$ cat src/rtl/ov5640_reg_config.sv
// OV5640 power-up register sequencer: walks the register table, formats SCCB write
// words, drives the write engine handshake with NACK retry and delay-entry support.
module ov5640_reg_config #(
    parameter logic [7:0]  DEV_ADDR   = 8'h78,
    parameter int unsigned LUT_SIZE   = 252,
    parameter int unsigned IDX_W      = 9,
    parameter int unsigned INIT_DELAY = 2000,
    parameter int unsigned GAP_CYCLES = 4,
    parameter int unsigned MAX_RETRY  = 3,
    parameter int unsigned DELAY_UNIT = 1000
) (
    input  logic             clock_i2c,
    input  logic             camera_rst,
    output logic [IDX_W-1:0] lut_index,
    input  logic [23:0]      lut_data,
    output logic [31:0]      i2c_data,
    output logic             start,
    input  logic             tr_end,
    input  logic             ack,
    output logic             config_done,
    output logic             config_err,
    output logic [IDX_W-1:0] err_index
);

    localparam int unsigned INIT_W = (INIT_DELAY > 1) ? $clog2(INIT_DELAY) : 1;
    localparam int unsigned GAP_W  = $clog2(GAP_CYCLES);
    localparam int unsigned DLY_W  = $clog2(255 * DELAY_UNIT + 1);
    localparam int unsigned RTY_W  = (MAX_RETRY > 0) ? $clog2(MAX_RETRY + 1) : 1;

    typedef enum logic [3:0] {
        WAIT_INIT, FETCH, CHECK, DELAY, LOAD, XFER, EVAL, NEXT, DONE, ERROR
    } state_t;

    state_t             state_q, state_d;
    logic [INIT_W-1:0]  init_q, init_d;
    logic [GAP_W-1:0]   gap_q, gap_d;
    logic [DLY_W-1:0]   dly_q, dly_d;
    logic [RTY_W-1:0]   retry_q, retry_d;
    logic               ack_q, ack_d;
    logic [IDX_W-1:0]   lut_index_d, err_index_d;
    logic [31:0]        i2c_data_d;
    logic               config_done_d, config_err_d;

    always_ff @(posedge clock_i2c) begin
        if (camera_rst) begin
            state_q     <= WAIT_INIT;
            init_q      <= '0;
            gap_q       <= '0;
            dly_q       <= '0;
            retry_q     <= '0;
            ack_q       <= 1'b0;
            lut_index   <= '0;
            err_index   <= '0;
            i2c_data    <= '0;
            config_done <= 1'b0;
            config_err  <= 1'b0;
        end else begin
            state_q     <= state_d;
            init_q      <= init_d;
            gap_q       <= gap_d;
            dly_q       <= dly_d;
            retry_q     <= retry_d;
            ack_q       <= ack_d;
            lut_index   <= lut_index_d;
            err_index   <= err_index_d;
            i2c_data    <= i2c_data_d;
            config_done <= config_done_d;
            config_err  <= config_err_d;
        end
    end

    always_comb begin
        state_d       = state_q;
        init_d        = init_q;
        gap_d         = gap_q;
        dly_d         = dly_q;
        retry_d       = retry_q;
        ack_d         = ack_q;
        lut_index_d   = lut_index;
        err_index_d   = err_index;
        i2c_data_d    = i2c_data;
        config_done_d = config_done;
        config_err_d  = config_err;
        start         = 1'b0;

        case (state_q)
            WAIT_INIT: begin
                if (init_q == INIT_W'(INIT_DELAY - 1)) state_d = FETCH;
                else init_d = init_q + 1'b1;
            end
            FETCH: state_d = CHECK;
            CHECK: begin
                if (lut_data[23:8] == 16'hFFFF) begin
                    if (lut_data[7:0] == 8'd0) begin
                        state_d = NEXT;
                    end else begin
                        dly_d   = DLY_W'(lut_data[7:0] * DELAY_UNIT);
                        state_d = DELAY;
                    end
                end else begin
                    i2c_data_d = {DEV_ADDR, lut_data};
                    retry_d    = '0;
                    gap_d      = '0;
                    state_d    = LOAD;
                end
            end
            LOAD: begin
                if (gap_q == GAP_W'(GAP_CYCLES - 1)) begin
                    gap_d   = '0;
                    state_d = XFER;
                end else begin
                    gap_d = gap_q + 1'b1;
                end
            end
            XFER: begin
                start = 1'b1;
                // gap counter is reused to blank tr_end during the first two cycles
                if (gap_q < GAP_W'(2)) begin
                    gap_d = gap_q + 1'b1;
                end else if (tr_end) begin
                    ack_d   = ack;
                    state_d = EVAL;
                end
            end
            EVAL: begin
                if (!ack_q) begin
                    state_d = NEXT;
                end else if (retry_q < RTY_W'(MAX_RETRY)) begin
                    retry_d = retry_q + 1'b1;
                    gap_d   = '0;
                    state_d = LOAD;
                end else begin
                    config_err_d = 1'b1;
                    err_index_d  = lut_index;
                    state_d      = ERROR;
                end
            end
            DELAY: begin
                dly_d = dly_q - 1'b1;
                if (dly_q == DLY_W'(1)) state_d = NEXT;
            end
            NEXT: begin
                if (lut_index == IDX_W'(LUT_SIZE - 1)) begin
                    config_done_d = 1'b1;
                    state_d       = DONE;
                end else begin
                    lut_index_d = lut_index + 1'b1;
                    state_d     = FETCH;
                end
            end
            DONE, ERROR: ;
            default: state_d = WAIT_INIT;
        endcase
    end

endmodule
$ cat config.mk
export PLATFORM = sky130hd
export DESIGN_NAME = ov5640_reg_config
export DESIGN_NICKNAME = d
export VERILOG_FILES = /design/src/rtl/ov5640_reg_config.sv
export SDC_FILE = /design/constraint.sdc
export NUM_CORES = 1
export LEC_CHECK = 0
export BUFFER_PORTS_ARGS = -buffer_cell sky130_fd_sc_hd__buf_2
export CAP_MARGIN = 20
export CORE_MARGIN = 2
export CORE_UTILIZATION = 52
export CTS_BUF_LIST = sky130_fd_sc_hd__clkbuf_16
export DETAILED_ROUTE_END_ITERATION = 6
export PLACE_DENSITY_LB_ADDON = 0.05
export REMOVE_ABC_BUFFERS = 1
export SYNTH_ARGS = -nofsm -noshare
export SYNTH_HDL_FRONTEND = slang
export SYNTH_SLANG_ARGS = --single-unit
$ cat constraint.sdc
create_clock -name clock_i2c -period 4.41 [get_ports clock_i2c]
set_input_delay 0.882 -clock clock_i2c [delete_from_list [all_inputs] [get_ports clock_i2c]]
set_output_delay 0.882 -clock clock_i2c [all_outputs]
set_load 0.01 [all_outputs]
* Word level (Yosys, flattened, before mapping) *
Index checks and enable logic that the tools add are counted.
W data, S select, Z words.

operators by class
  $add $sub $neg = 5
  multipliers = 1
  order comparisons = 2
  equality and inequality tests = 25
  muxes and demuxes = 24
  bitwise logic cells = 6
  reduce and logical (&&, ||, !) cells = 16

operators by type and width
  operator                 count
  $mux W18                 2
  $mux W4                  9
  $pmux W18 S2             1
  $pmux W4 S9              1
  $ne A2 B2 Y1 const B     11
  $eq A18 B1 Y1 const B    1
  $sub A18 B1 Y18 const B  1
  $eq A16 B16 Y1 const B   1
  $eq A4 B3 Y1 const B     4
  $mul A8 B7 Y15 const B   1
  $mux W2                  7
  $add A11 B1 Y11 const B  1
  $eq A11 B11 Y1 const B   1
  $add A9 B1 Y9 const B    1
  $eq A9 B8 Y1 const B     1
  $reduce_and A3 Y1        3
  $eq A4 B2 Y1 const B     2
  $eq A4 B4 Y1 const B     2
  $logic_not A8 Y1         1
  $pmux W2 S4              1
  $reduce_and A2 Y1        4
  $not A1 Y1               6
  $reduce_and A6 Y1        1
  $reduce_and A5 Y1        1
  other kinds (12)         15

word-level totals
  register bits = 83

* Logic depth before layout (Yosys ltp) *
  depth in word-level cells = 4
  gate-level depth with buffers = 14

* Worst setup path before layout *
OpenSTA, ideal clock, no wires.

  kind = input -> register
  start = input lut_data[1]
  end = register dly_q[17]
  library setup time = 0.106 ns
  data arrival time = 4.325 ns
  required time = 4.304 ns
  slack = -0.021 ns
  stages = 12
  buffers on the path = 0
  cells stage by stage = fa_1 inv_1 fa_1 fa_1 fa_1 inv_1 ha_1 a21oi_1 a31oi_1 a31oi_1 a21oi_1 o311ai_0

on the way
  word-level cells in the longest chain between the ends = 4
  elaborated cells on any way between the ends = 7
  classes of those cells = 1 x mul; 1 x eq/ne; 3 x mux; 2 x reduce/logical

ends and longest elaborated chain
  what                  RTL line  RTL
  from (decl)           15        input logic [23:0] lut_data,
  $mul A8 B7 Y15        97        dly_d = DLY_W'(lut_data[7:0] * DELAY_UNIT);
  $mux W18              94        if (lut_data[7:0] == 8'd0) begin
  $mux W18              93        if (lut_data[23:8] == 16'hFFFF) begin
  $pmux W18 S2          86        case (state_q)
  to (signal assigned)  61        dly_q <= dly_d;
  to (decl)             37        logic [DLY_W-1:0] dly_q, dly_d;

Parallel ways exist; a longest one is shown, timed or not. The select of a mux whose other input is x is not followed.
A chain may end at the register's enable or synchronous reset.

* Final worst setup path *
Same ends and word-level chain as after synthesis.

==> flow_metrics.py <==
metrics = {
    "timing": {
        "setup_violations": 0,
        "final-max-slew-violation-count": 0,
        "setup_tns_ns": 0,
        "max_slew.worst_pin.slew_ns": 0.850,
        "slew_headroom_pct": 43.2,
        "finClkSkew_ns": 0.00558,
        "rsz0062_at_grt": "no",
        "period_minus_slack_ns": 4.21,
        "fmax_mhz": 238,
        "period_share_pct": 95.4,
        "hold_violations": 0,
    },
    "setup_path": {
        "cp_top_family": "adder cells",
        "required_ns": 4.65,
        "critPathMaxStageDelay_ns": 0.53,
        "cp_slowest_cell": "fa_1",
        "crit_fanout": 4,
        "cpMostUsedCell": "fa_1",
        "cp-start-kind": "input pin",
        "path_buf_inv": 4,
        "cp-end-kind": "register",
        "arrival_ns": 4.44,
        "cp_cell_sequence": "buf_2, fa_1, inv_1, fa_1, fa_1, fa_1, inv_1, ha_4, buf_4, nand4_1, a31oi_1, a31oi_2, a211o_1, o311ai_1",
        "worstSetupPathType": "input pin to register",
    },
    "floorplanning": {
        "rows": 36,
        "core_um2": 9770,
        "die_h_um": 104,
        "die-area_um2": 10900,
        "fp.dieW_um": 104,
        "start_util_pct": 53.5,
        "io_pins": 81,
    },
    "cells_and_area": {
        "syn_to_final_growth_pct": 18.8,
        "fill_cells": 909,
        "nNetsFinal": 820,
        "finalNonFillerCells": 860,
        "drive_gt1_share_pct": 17.6,
        "diodes": 0,
    },
    "yosys": {
        "synth_area_per_cell_um2": 8.17,
        "syn_area_um2": 5230,
        "synth_edf_count": 0,
        "async_reset_ff_share_pct": 0,
        "synth.distinct_cells": 53,
        "postSynthCellCount": 640,
        "synthFlopType": "dfxtp_1",
        "yosys_warnings": 0,
        "ys_seq_elements": 83,
        "ys_seq_area_share_pct": 31.8,
    },
    "power_and_ir_drop": {
        "leakage_uw": 0.00274,
        "p_int_uw": 1710,
        "clock_power_share_pct": 36.1,
        "swShare_pct": 29.9,
        "combPwrFrac_pct": 33.0,
        "p_per_area_nw_per_um2": 393,
        "ir_drop_mv": 0.212,
        "p_sw_uw": 729,
        "sequentialPowerShare_pct": 30.9,
    },
    "grt": {
        "grt_pass1_wl_um": 19500,
        "grt_pass1_vias": 4275,
        "antenna_found_initial": 0,
        "track_usage_pct": 21.5,
        "grt_max_degree": 43,
        "gr-total-overflow": 0,
    },
    "clocking": {
        "cts_made_buffers": 9,
        "cts_tree": "yes",
        "cts_sinks": 83,
        "root_buffer": "clkbuf_16",
        "path_clk_slew_ns": 0.06,
        "htreeDepth": 3,
        "cts_max_path_buffers": 2,
        "worstSkewPairLatency_ns": 0.33,
    },
    "flow_run": {
        "drv_cap": 0,
    },
    "drt": {
        "viasPerCell": 5.34,
        "drt_first_pass_iters": 5,
        "vias": 4594,
        "wirelength_um": 11600,
        "initialDrtViolationCount": 217,
        "drc": 0,
        "ant_nets": 0,
        "wl_per_cell_um": 13.4,
    },
    "place": {
        "hpwl_um": 8700,
        "dp_cells": 844,
        "port_buffers": 76,
        "globalplace.congestion": 0.818,
    },
    "worst_hold_path": {
        "hold_path.class": "register to register",
    },
    "outcome": {
        "outcome": "complete, no violations",
    },
}
synthesized netlist by cell type, types with 2 or more instances:
cell type | instances | share of area, %
o32ai_1 | 2 | 0.34
a31oi_1 | 10 | 1.2
or4_1 | 2 | 0.29
nand3_1 | 20 | 1.9
a21oi_1 | 71 | 6.8
inv_1 | 45 | 3.2
fa_1 | 21 | 8.0
nand4_1 | 14 | 1.7
nor2b_1 | 8 | 0.96
ha_1 | 49 | 12
nor2_1 | 58 | 4.2
and3_1 | 6 | 0.72
nand4b_1 | 2 | 0.34
and2_1 | 3 | 0.36
o311ai_0 | 3 | 0.50
nor3_1 | 13 | 1.2
nor4_1 | 4 | 0.48
o21bai_1 | 2 | 0.29
nand2_1 | 99 | 7.1
buf_4 | 7 | 1.0
o211ai_1 | 2 | 0.29
buf_1 | 2 | 0.14
o2111ai_1 | 2 | 0.34
o21ai_0 | 21 | 2.0
a221oi_1 | 2 | 0.34
clkbuf_1 | 24 | 1.7
a211o_1 | 3 | 0.50
xor2_1 | 18 | 3.0
a21o_1 | 3 | 0.43
nand2b_1 | 3 | 0.36
or3_4 | 2 | 0.43
mux2i_1 | 4 | 0.77
dfxtp_1 | 83 | 32
xnor2_1 | 13 | 2.2
tightest hold or removal path, stage by stage (launching register included):
cell and delay, ns:
dfxtp_1 0.31, nand2_1 0.05, a21oi_1 0.05
kinds of logic after synthesis:
| kind of cell | count (synthesis) | share of synthesized area (%) |
|---|---|---|
| AO/OA/AOI/OAI | 130 | 14.6 |
| XOR/XNOR | 31 | 5.19 |
| adder cells (fa/ha/maj) | 70 | 19.8 |
| buffers and inverters | 78 | 6.10 |
| flip-flops | 83 | 31.8 |
| multiplexers | 4 | 0.766 |
| other | 1 | 0.0717 |
| AND/OR/NAND/NOR | 243 | 21.8 |
power by group through the flow:
stage / logic [µW] / registers, µW / clock network [µW]
3_5_place_dp: 769 / 771 / 0
3_3_place_gp: 759 / 771 / 0
6_report: 805 / 754 / 880
2_1_floorplan: 516 / 771 / 0
4_1_cts: 777 / 754 / 898
5_1_grt: 916 / 754 / 932
flip-flops by register name, summed over array words and instances (netlist names):
register	cells
ack_q	1
config_done	1
config_err	1
dly_q	18
err_index	9
gap_q	2
i2c_data	25
init_q	11
lut_index	9
retry_q	2
state_q	4
per-stage QoR:
step	util, %	setup slack (ns)	instance area, µm²	hold slack (ns)	power (µW)
after floorplan	-	-0.0211	5090	0.443	1290
after global placement	59.7	-0.179	5840	0.438	1530
after detailed placement	59.7	-0.275	5840	0.446	1540
after CTS	63.3	0.0593	6190	0.455	2430
after global routing	63.6	0.0182	6210	0.472	2600
final	63.6	0.202	6210	0.451	2440
routing by layer:
layer  global-route usage, %  part of all wire, %  vias to the layer above
met1                    27.6                   45                     2118
met4                    6.47                  1.3                        0
li1                        -                    -                     2340
met3                    3.88                  5.4                       16
met5                       0                    0                        -
met2                    36.6                   48                      120
layout by cell type (no fill, tap or decap), types with 3 or more instances in the layout:
| master | instances |
|---|---|
| conb_1 | 4 |
| and3_1 | 6 |
| inv_6 | 3 |
| clkbuf_16 | 9 |
| xor2_1 | 18 |
| nand2b_1 | 3 |
| o21ai_0 | 21 |
| a21oi_1 | 70 |
| a211o_1 | 3 |
| bufinv_16 | 3 |
| nand4_1 | 14 |
| mux2i_1 | 4 |
| ha_1 | 48 |
| nor2b_1 | 8 |
| fa_1 | 21 |
| xnor2_1 | 13 |
| nor2_1 | 58 |
| and2_1 | 3 |
| a21o_1 | 3 |
| nor3_1 | 13 |
| buf_2 | 76 |
| a31oi_1 | 9 |
| dfxtp_1 | 83 |
| inv_1 | 45 |
| nand2_1 | 99 |
| nor4_1 | 4 |
| nand3_1 | 20 |
| buf_4 | 24 |
final cells by class:
| cell class | count | area, µm² | area share [%] |
|---|---|---|---|
| Clock inverter | 7 | 128 | 2.05 |
| Sequential cell | 83 | 1660 | 26.7 |
| Inverter | 45 | 169 | 2.72 |
| Multi-Input combinational cell | 482 | 3280 | 52.8 |
| Clock buffer | 9 | 225 | 3.63 |
| Timing Repair Buffer | 101 | 581 | 9.35 |
| Tap cell | 133 | 166 | 2.68 |
final timing paths:
| check | to | cells past startpoint | slack [ns] | start |
|---|---|---|---|---|
| setup / recovery | dly_q[17] | 14 | 0.20 | lut_data[1] |
| hold / removal | err_index[6] | 2 | 0.45 | err_index[6] |
| setup reg to reg | dly_q[17] | 6 | 1.76 | state_q[2] |
| hold reg to reg | err_index[6] | 2 | 0.45 | err_index[6] |
what timing repair did:
action                                 4_1_cts  5_1_grt
hold buffers                                 0        0
buffers inserted                             0        0
endpoints found under the hold margin        0        0
setup endpoints to repair                    0        4
gates resized for setup                      0        4
(Power assumes the default switching activity.)
